## src/rtl/dmem_pkg.sv

```systemverilog
// dmem_pkg: shared types and constants for the data-memory responder.
//   state_e    - responder FSM states (IDLE, WAIT, RESP)
//   dmem_req_t - request fields latched at the accept edge
//   misaligned - true when a byte address is not word aligned
package dmem_pkg;
  localparam int DATA_W   = 32;
  localparam int BE_W     = DATA_W / 8;
  localparam int ADDR_W   = 32;
  localparam int WORD_LSB = 2;   // byte-offset bits below the word index
  localparam int WAIT_W   = 4;   // holds WAIT_CYCLES up to 15

  typedef enum logic [1:0] {
    IDLE = 2'd0,
    WAIT = 2'd1,
    RESP = 2'd2
  } state_e;

  typedef struct packed {
    logic              we;
    logic [ADDR_W-1:0] addr;
    logic [DATA_W-1:0] wdata;
    logic [BE_W-1:0]   be;
  } dmem_req_t;

  function automatic logic misaligned(input logic [ADDR_W-1:0] a);
    return a[WORD_LSB-1:0] != '0;
  endfunction
endpackage

```

## src/rtl/dmem_byte_ram.sv

```systemverilog
// dmem_byte_ram: DEPTH x 32 single-port synchronous RAM, per-byte write enables.
//   clk_i   clock
//   en_i    access strobe for this edge
//   we_i    1=write (lanes selected by be_i), 0=read into rdata_o register
//   be_i    byte-lane enables
//   idx_i   word index
//   wdata_i write data
//   rdata_o registered read data; holds until the next read
module dmem_byte_ram
  import dmem_pkg::*;
#(
  parameter int DEPTH = 32,
  parameter int AW    = $clog2(DEPTH)
) (
  input  logic              clk_i,
  input  logic              en_i,
  input  logic              we_i,
  input  logic [BE_W-1:0]   be_i,
  input  logic [AW-1:0]     idx_i,
  input  logic [DATA_W-1:0] wdata_i,
  output logic [DATA_W-1:0] rdata_o
);
  logic [DATA_W-1:0] mem_q [DEPTH];
  logic [DATA_W-1:0] rdata_q;

  always_ff @(posedge clk_i) begin
    if (en_i) begin
      if (we_i) begin
        for (int i = 0; i < BE_W; i++)
          if (be_i[i]) mem_q[idx_i][8*i +: 8] <= wdata_i[8*i +: 8];
      end else begin
        rdata_q <= mem_q[idx_i];
      end
    end
  end

  assign rdata_o = rdata_q;
endmodule

```

## src/rtl/dmem_responder.sv

```systemverilog
// dmem_responder: registered, handshaked slave for the CPU data-memory port.
//   clk, pcrst (sync, active-high)
//   req/we/addr/wdata/be  request from MEM stage, held until ready
//   ready                 IDLE only
//   rvalid/rdata/err      one-cycle response; rdata/err hold afterwards
//   rd_cnt/wr_cnt/err_cnt saturating counters when DMEM_PERF_CNT_EN is
//                         defined, constant 0 otherwise
module dmem_responder
  import dmem_pkg::*;
#(
  parameter int DEPTH       = 32,
  parameter int WAIT_CYCLES = 1,
  parameter int CNT_W       = 16
) (
  input  logic              clk,
  input  logic              pcrst,
  input  logic              req,
  input  logic              we,
  input  logic [ADDR_W-1:0] addr,
  input  logic [DATA_W-1:0] wdata,
  input  logic [BE_W-1:0]   be,
  output logic              ready,
  output logic              rvalid,
  output logic [DATA_W-1:0] rdata,
  output logic              err,
  output logic [CNT_W-1:0]  rd_cnt,
  output logic [CNT_W-1:0]  wr_cnt,
  output logic [CNT_W-1:0]  err_cnt
);
  localparam int AW = $clog2(DEPTH);

  state_e            state_q, state_d;
  logic [WAIT_W-1:0] wcnt_q, wcnt_d;
  dmem_req_t         req_q, req_d, live, acc;
  logic              access, acc_err, ram_en, rd_ok_q, err_q;
  logic [DATA_W-1:0] ram_rdata;

  assign live = '{we: we, addr: addr, wdata: wdata, be: be};
  // With zero wait states the access happens at the accept edge, so it must
  // use the live inputs; otherwise the latched copy.
  assign acc  = (state_q == IDLE) ? live : req_q;

  always_comb begin
    state_d = state_q;
    wcnt_d  = wcnt_q;
    req_d   = req_q;
    access  = 1'b0;
    case (state_q)
      IDLE: if (req) begin
        req_d = live;
        if (WAIT_CYCLES == 0) begin
          access  = 1'b1;
          state_d = RESP;
        end else begin
          wcnt_d  = WAIT_W'(WAIT_CYCLES);
          state_d = WAIT;
        end
      end
      WAIT: begin
        wcnt_d = wcnt_q - WAIT_W'(1);
        if (wcnt_q == WAIT_W'(1)) begin
          access  = 1'b1;
          state_d = RESP;
        end
      end
      RESP:    state_d = IDLE;
      default: state_d = IDLE;
    endcase
  end

  // Out of range when any index bit above the RAM's address width is set.
  assign acc_err = misaligned(acc.addr) || ((acc.addr >> (AW + WORD_LSB)) != '0);
  assign ram_en  = access && !acc_err && !pcrst;

  always_ff @(posedge clk) begin
    if (pcrst) begin
      state_q <= IDLE;
      wcnt_q  <= '0;
      req_q   <= '0;
      err_q   <= 1'b0;
      rd_ok_q <= 1'b0;
    end else begin
      state_q <= state_d;
      wcnt_q  <= wcnt_d;
      req_q   <= req_d;
      if (access) begin
        err_q   <= acc_err;
        rd_ok_q <= !acc_err && !acc.we;
      end
    end
  end

  dmem_byte_ram #(.DEPTH(DEPTH), .AW(AW)) u_ram (
    .clk_i   (clk),
    .en_i    (ram_en),
    .we_i    (acc.we),
    .be_i    (acc.be),
    .idx_i   (acc.addr[AW+WORD_LSB-1:WORD_LSB]),
    .wdata_i (acc.wdata),
    .rdata_o (ram_rdata)
  );

  assign ready  = (state_q == IDLE);
  assign rvalid = (state_q == RESP);
  // RAM output register only reloads on reads; masking it keeps rdata at 0
  // after writes, errors and reset.
  assign rdata  = rd_ok_q ? ram_rdata : '0;
  assign err    = err_q;

`ifdef DMEM_PERF_CNT_EN
  logic [CNT_W-1:0] rd_cnt_q, wr_cnt_q, err_cnt_q;

  // Counted at the access edge so the new value is visible with rvalid.
  always_ff @(posedge clk) begin
    if (pcrst) begin
      rd_cnt_q  <= '0;
      wr_cnt_q  <= '0;
      err_cnt_q <= '0;
    end else if (access) begin
      if (acc_err) begin
        if (~&err_cnt_q) err_cnt_q <= err_cnt_q + CNT_W'(1);
      end else if (acc.we) begin
        if (~&wr_cnt_q) wr_cnt_q <= wr_cnt_q + CNT_W'(1);
      end else begin
        if (~&rd_cnt_q) rd_cnt_q <= rd_cnt_q + CNT_W'(1);
      end
    end
  end

  assign rd_cnt  = rd_cnt_q;
  assign wr_cnt  = wr_cnt_q;
  assign err_cnt = err_cnt_q;
`else
  assign rd_cnt  = '0;
  assign wr_cnt  = '0;
  assign err_cnt = '0;
`endif
endmodule
```

## config.mk

```make
export PLATFORM = sky130hd
export DESIGN_NAME = dmem_responder
export DESIGN_NICKNAME = d
export VERILOG_FILES = /design/src/rtl/dmem_pkg.sv /design/src/rtl/dmem_byte_ram.sv /design/src/rtl/dmem_responder.sv
export SDC_FILE = /design/constraint.sdc
export NUM_CORES = 1
export LEC_CHECK = 0
export CAP_MARGIN = 5
export CORE_AREA = 2 2 352 354
export CTS_CLUSTER_DIAMETER = 30
export DETAILED_ROUTE_END_ITERATION = 6
export DIE_AREA = 0 0 354 356
export PLACE_DENSITY = 0.5
export SLEW_MARGIN = 30
export SYNTH_ARGS = -nofsm -noshare
export SYNTH_HDL_FRONTEND = slang
export SYNTH_SLANG_ARGS = --single-unit
export TNS_END_PERCENT = 10
```

## constraint.sdc

```tcl
create_clock -name clk -period 6.7 [get_ports clk]
set_input_delay 1.34 -clock clk [delete_from_list [all_inputs] [get_ports clk]]
set_output_delay 1.34 -clock clk [all_outputs]
set_load 0.01 [all_outputs]
```

======== Word-level counts from Yosys, hierarchy flattened ========
Memory sizes are Yosys's and may differ from the RTL's. A register that Yosys moved wholly into a read port is not among the register bits.
Cells that the tools add are included.
W data, S select, Z words.
word-level totals
  output and inout port bits .............. 83
  ROM bits ................................ 0
  input bits .............................. 72
  bits in registers ....................... 77
  latch bits .............................. 0
  logic and storage cells ................. 56
  memories ................................ 1
  bits in writable memories ............... 1024
memories
  name         words  bits a word  rd ports  clocked after memory_dff  wr ports  RTL line             RTL
  u_ram.mem_q  32     32           1         1                         1         dmem_byte_ram.sv:23  logic [DATA_W-1:0] mem_q [DEPTH];
operators by class
  divide/modulo/power cells ............... 0
  shift operators ......................... 0
  $lt $le $gt $ge ......................... 0
  bitwise operators ....................... 1
  muxes and demuxes ....................... 25
  reduce and logical (&&, ||, !) cells .... 15
  equal/unequal tests ..................... 5
  multipliers ............................. 0
  add/subtract/negate cells ............... 1
operator list
  operator               number
  $mux W69               1
  $mux W32               1
  $reduce_bool A32 Y1    1
  $mux W1                18
  $pmux W4 S2            1
  $reduce_and A2 Y1      4
  $eq A4 B1 Y1 const B   1
  $mux W2                2
  $mux W4                1
  $ne A2 B2 Y1 const B   2
  $pmux W2 S2            1
  $reduce_bool A2 Y1     2
  $sub A4 B1 Y4 const B  1
  $logic_and A1 B1 Y1    3
  $logic_not A1 Y1       3
  $eq A2 B1 Y1 const B   1
  $eq A2 B2 Y1 const B   1
  $logic_not A2 Y1       1
  $logic_or A1 B1 Y1     1
  $not A1 Y1             1

======== Longest topological paths before layout ========
Gate-level depths: netlist of run 1.
  depth after elaboration ................. 9
  mapped depth ............................ 11
  depth with buffers taken out ............ 8

======== By module ========
Synthesis of run 1 repeated with hierarchy kept, for this count alone.
unflattened totals
  cells, all modules ...................... 2749
  area, all modules ....................... 44507.7 um^2
by module, submodules not included
  module          instances  cells each  seq. area each (um^2)  area an instance (um^2)
  dmem_byte_ram   1          2254        31710.4                40595.2
  dmem_responder  1          495         1541.5                 3912.5

======== Worst setup path before layout of run 1 ========
Ideal clock, no wire load.
  kind .................................... input to register
  start ................................... input addr[3]
  end ..................................... memory u_ram.mem_q[17][0] (enable)
  buffers on the path ..................... 2
  library setup time ...................... 0.371 ns
  required time ........................... 6.329 ns
  slack ................................... 2.997 ns
  arrival ................................. 3.333 ns
  stages on the path ...................... 8
  cell sequence ........................... or4b_2 -> o21ai_4 -> buf_2 -> buf_2 -> inv_1 -> nor2_1 -> nand2_1 -> nor2_1
between the ends
  cells in the longest elaborated chain, start to end .. 1
RTL lines
  item         RTL line              RTL
  from (decl)  dmem_responder.sv:19  input logic [ADDR_W-1:0] addr,
  $mux W69     dmem_responder.sv:41  assign acc = (state_q == IDLE) ? live : req_q;
  to (decl)    dmem_byte_ram.sv:23
Every way passes these cells.

======== Worst setup path in the final report of run 1 ========
  start ................................... input addr[2]
  end ..................................... register u_ram.rdata_q[19], in the netlist u_ram.rdata_o[19], read port of u_ram.mem_q, data pin
between the ends
  cells in the longest elaborated chain, start to end .. 1
RTL lines
  item       RTL line              RTL
  $mux W69   dmem_responder.sv:41
  to (decl)  dmem_byte_ram.sv:24   logic [DATA_W-1:0] rdata_q;
Every way passes these cells.
A chain may end at the register's enable or synchronous reset.

==> results.cfg, run 1 <==
[job]
maxCapViolCount = 0

[global_route]
grt_pass1_wl_um = 172000
grt_pass1_vias = 25600
grt.total_usage_pct = 18.5
grt_antenna_before_repair = 7
grt_overflow = 0
grt_max_degree = 185

[synth]
syn_inst = 2633
yosysWarnings = 0
mappedNetlistArea_um2 = 42600
synth_seq_cells = 1133
seq_area_frac_synth_pct = 78.0
dominantRegCellSynth = edfxtp_1
ys_types = 45
synth_edf_count = 1056
synthArstFlopShare_pct = 0
synth.avg_cell_area_um2 = 16.2

[outcome]
status = complete, but fails checks
violations = DRC

[place]
io_buffers = 106
gp_congestion = 0.779
pre_cts_slack_ns = 1.40
placed_cell_area_um2 = 45200
dp.cells = 4231
hpwl_um = 69800

[critical_path]
worstSetupStartpointType = input pin
worstSetupPathType = in -> reg
crit_fanout = 184
endpoint_kind = register
crit_arrival_ns = 5.17
crit_required_ns = 7.35

[clock_network]
clkTransAtPathRegs_ns = 0.05
cts.sinks = 1133
htreeDepth = 4
cts_tree = done
clock_latency_ns = 0.79
clockBufferDepth = 3
cts_hold_buf = 0
cts_root_buf = clkbuf_16
cts_buffers = 211
ctsResizeCount = 0
post_cts_buffers = 0

[finish]
final_cells = 4633
drive_gt1_share_pct = 14.8
final_cell_mix = edfxtp_1, a22o_1, a221oi_1
area_delta_synth_final_pct = 23.6
stdcell_area_um2 = 52700
final_core_util_pct = 43.0
layout_commonest_cell = edfxtp_1
nNetsFinal = 2881

[drt]
wl_met2_um = 56400
wl_met3_um = 8190
routed.top_layer = met5
drt_first_pass_iters = 7
wl_met1_um = 50500
drc = 5
antenna_left = 0
wl_per_cell_um = 25.5
initialDrtViolationCount = 2384
vias_per_cell = 5.41
wl_um = 118000
vias = 25100

[sta]
fin_setup_tns_ns = 0
layout_setup_ws_ns = 2.17
skew_ns = 0.0321
fin_crit_ns = 4.53
hold_viol = 0
max_freq_ghz = 0.221
relSlewSlack_pct = 34.1
rsz0062_at_grt = no
worst_pin_slew_ns = 0.986
setup_viol = 0
drv_slew = 0
min_period_over_period_pct = 67.5

[power]
internal_power_mw = 15.6
p_leak_nw = 17.3
p_per_area_nw_per_um2 = 386
seq_power_share_pct = 39.1
vdd_drop_max_mv = 0.273
clkPwrFrac_pct = 54.1
switching_share_pct = 23.4
netSwitchingPower_mw = 4.76
combinationalPowerShare_pct = 6.8

[floorplan]
core.rowCount = 129
initial_core_util_pct = 34.7
fp.dieW_um = 354
io_pins = 155
die_area_um2 = 126000
core_um2 = 123000
die_h_um = 356

[hold_path]
min_path_type = reg -> reg
## kinds of logic (layout without fill, tap and decap cells)
logic type,count (synthesis),after routing,share of synthesized area [%]
compound gates,723,723,13.5
buf+inv,236,550,2.90
simple gates,535,535,5.47
fa+ha+maj,2,2,0.0587
mux,3,3,0.0734
flops,1133,1133,78.0
other cells,1,50,0.00880
## final timing paths
check	startpoint	end	slack [ns]	cells after the start
worst max-delay path	addr[2]	u_ram.rdata_o[19]	2.17	9
worst min-delay path	req_q[21]	req_q[21]	0.45	2
worst max register to register	state_q[1]	u_ram.rdata_o[19]	2.20	9
worst min register to register	req_q[21]	req_q[21]	0.45	2
## metal layers
layer,GRT usage (%),vias up
li1,-,11000
met1,24.8,12900
met2,29.6,983
met3,4.30,166
met4,6.04,8
met5,0,-
## Yosys cell counts, types with 49 or more instances
| cell type | count | area [um2] |
|---|---|---|
| dfxtp_1 | 77 | 1540 |
| o22ai_1 | 128 | 801 |
| buf_4 | 50 | 375 |
| clkbuf_1 | 110 | 413 |
| nor2_1 | 141 | 529 |
| edfxtp_1 | 1056 | 31700 |
| a21oi_1 | 73 | 365 |
| buf_2 | 49 | 245 |
| nand2_1 | 280 | 1050 |
| a221oi_1 | 256 | 2240 |
| a22o_1 | 256 | 2240 |
## through the flow
stage	hold slack (ns)	total power, mW
3_3_place_gp	0.438	9.44
6_report	0.452	20.3
3_5_place_dp	0.447	9.47
5_1_grt	0.468	20.9
4_1_cts	0.453	20.5
2_1_floorplan	0.431	8.92
## worst max-delay path, stage by stage
cell and delay [ns]:
clkdlybuf4s50_1 0.49, or4_1 0.60, o31ai_4 0.11, buf_12 0.69
buf_4 0.83, a22o_1 0.27, a221oi_1 0.09, o22ai_1 0.42
or4_1 0.18
## sequential cells by signal (all words and copies together) (netlist names)
register,cells
u_ram.mem_q,1024
req_q,69
u_ram.rdata_o,32
wcnt_q,4
state_q,2
err,1
rd_ok_q,1
## area by class of cell
cell class              count  area, um2
diodes                      2       5.00
clock buffers             232       5410
clock inverters           168       2110
fillers                 10700      70000
inverters                   6       35.0
multi-input cells        1311       8430
flip-flops and latches   1133      33300
well taps                1637       2050
repair buffers            144       1410
## power by group through the flow
| stage | clock network, mW | registers (mW) | logic [mW] |
|---|---|---|---|
| after global routing | 11.5 | 7.94 | 1.49 |
| after global placement | 0 | 8.08 | 1.36 |
| final | 11.0 | 7.94 | 1.37 |
| after detailed placement | 0 | 8.08 | 1.39 |
| after CTS | 11.1 | 7.94 | 1.39 |
| after floorplan | 0 | 8.07 | 0.850 |
Power figures use the tool's default switching activity.
==> run 2, diff against run 1 <==
==> constraint.sdc (replaced) <==
create_clock -name clk -period 4.5 [get_ports clk]
set_input_delay 0.9 -clock clk [delete_from_list [all_inputs] [get_ports clk]]
set_output_delay 0.9 -clock clk [all_outputs]
set_load 0.01 [all_outputs]
==> run 2 against run 1 <==
The flow now finishes without violations. Sequential power rose by 49%. Clock skew decreased by 0.0024 ns. First-iteration DRC count down 10%. Combinational power increased by 49%. Design area up 1.1%. Die area stayed put. Critical path depth decreased by 1. Routed wire length is 1.9% lower. Register-to-register slack worse by 1.3 ns. Non-clock buffer count is 176 higher.
==> results.cfg, run 2 (same netlist as run 1, synthesis figures left out) <==
[outcome]
status = completed

[drt]
antenna_left = 0
vias_per_cell = 5.30
wl_met3_um = 7070
routed.top_layer = met5
wl_met2_um = 55100
drt_first_pass_iters = 5
vias = 25300
drc = 0
initialDrtViolationCount = 2134
wl_per_cell_um = 24.3
wl_met1_um = 51000
wl_um = 116000

[critical_path]
crit_fanout = 91
worstSetupStartpointType = register
r2r-start = state_q[0]
crit_start = state_q[0]
crit_arrival_ns = 4.08
regToRegSetupSlack_ns = 0.89
endpoint_kind = register
reg2reg_to = u_ram.rdata_o[18]
reg2reg_depth = 8
crit_required_ns = 4.97
worstSetupPathType = reg -> reg
cp-endpoint = u_ram.rdata_o[18]

[sta]
fin_crit_ns = 3.61
rsz0062_at_grt = no
worst_pin_slew_ns = 0.897
max_freq_ghz = 0.277
drv_slew = 0
hold_viol = 0
relSlewSlack_pct = 40.2
skew_ns = 0.0298
fin_setup_tns_ns = 0
min_period_over_period_pct = 80.1
setup_viol = 0
layout_setup_ws_ns = 0.894

[clock_network]
cts_root_buf = clkbuf_16
clkTransAtPathRegs_ns = 0.05
post_cts_buffers = 0
cts.sinks = 1133
ctsResizeCount = 0
cts_tree = done
clock_latency_ns = 0.76
cts_hold_buf = 0
clockBufferDepth = 3
htreeDepth = 4
cts_buffers = 192

[global_route]
grt_overflow = 0
grt_pass1_vias = 25600
grt_pass1_wl_um = 170000
grt_antenna_before_repair = 12
grt.total_usage_pct = 18.1
grt_max_degree = 129

[floorplan]
initial_core_util_pct = 34.7
die_area_um2 = 126000
core_um2 = 123000
fp.dieW_um = 354
die_h_um = 356
core.rowCount = 129
io_pins = 155

[power]
p_per_area_nw_per_um2 = 538
p_leak_nw = 17.8
vdd_drop_max_mv = 0.412
total_power_mw = 28.7

[place]
hpwl_um = 69500
pre_cts_slack_ns = 0.448
placed_cell_area_um2 = 46600
gp_congestion = 0.785
io_buffers = 106

[hold_path]
min_path_type = reg -> reg

[finish]
nNetsFinal = 3038
regMostFlops = u_ram.mem_q
drive_gt1_share_pct = 18.5
final_cell_mix = edfxtp_1, a22o_1, a221oi_1
largest_reg_flops = 1024
layout_commonest_cell = edfxtp_1
area_delta_synth_final_pct = 25.0
stdcell_area_um2 = 53300

[job]
maxCapViolCount = 0
-- run 2: where the power goes --
part	leakage [nW]	switching, mW	internal, mW
clock	3.22	5.20	9.61
sequential	10.2	0.0302	11.8
combinational	4.42	1.39	0.648
-- run 2: how the worst min path moves through the flow --
| stage | startpoint | to | slack [ns] | cells after the start |
|---|---|---|---|---|
| 5_1_grt | req_q[30] | req_q[30] | 0.47 | 2 |
| 3_3_place_gp | req_q[37] | req_q[37] | 0.44 | 2 |
| 3_5_place_dp | req_q[24] | req_q[24] | 0.45 | 2 |
| 6_report | req_q[20] | req_q[20] | 0.45 | 2 |
| 4_1_cts | req_q[24] | req_q[24] | 0.45 | 2 |
| 2_1_floorplan | req_q[53] | req_q[53] | 0.43 | 2 |
-- run 2: layer usage --
metal / GRT usage, % / vias to the layer above
met2: 29.2 / 857
li1: - / 11300
met3: 3.47 / 180
met1: 24.8 / 12900
met5: 0 / -
met4: 5.63 / 14
-- run 2: worst max-delay path, cell delays in order, from the launching register on --
cell	delay [ns]
dfxtp_1	0.49
or2_2	0.33
clkinv_8	0.23
nand3_2	0.20
nand2_8	0.14
buf_12	0.26
a221oi_1	0.64
o22ai_1	0.33
or4_1	0.58
-- run 2: final cells by class --
class | instances | area, um2
diodes | 3 | 7.51
clock buffers | 216 | 4980
clock inverters | 141 | 1730
fillers | 10800 | 69400
inverters | 6 | 35.0
multi-input cells | 1311 | 8400
flip-flops and latches | 1133 | 33300
well taps | 1637 | 2050
repair buffers | 320 | 2810
-- run 2: metrics by stage --
stage / cells / utilization [%] / hold WS (ns)
6_report: 4767 / 43.4 / 0.451
5_1_grt: 4764 / 43.4 / 0.473
4_1_cts: 4764 / 43.4 / 0.454
3_5_place_dp: 4407 / 38.0 / 0.447
3_3_place_gp: 4407 / 37.9 / 0.439
2_1_floorplan: 2680 / - / 0.431
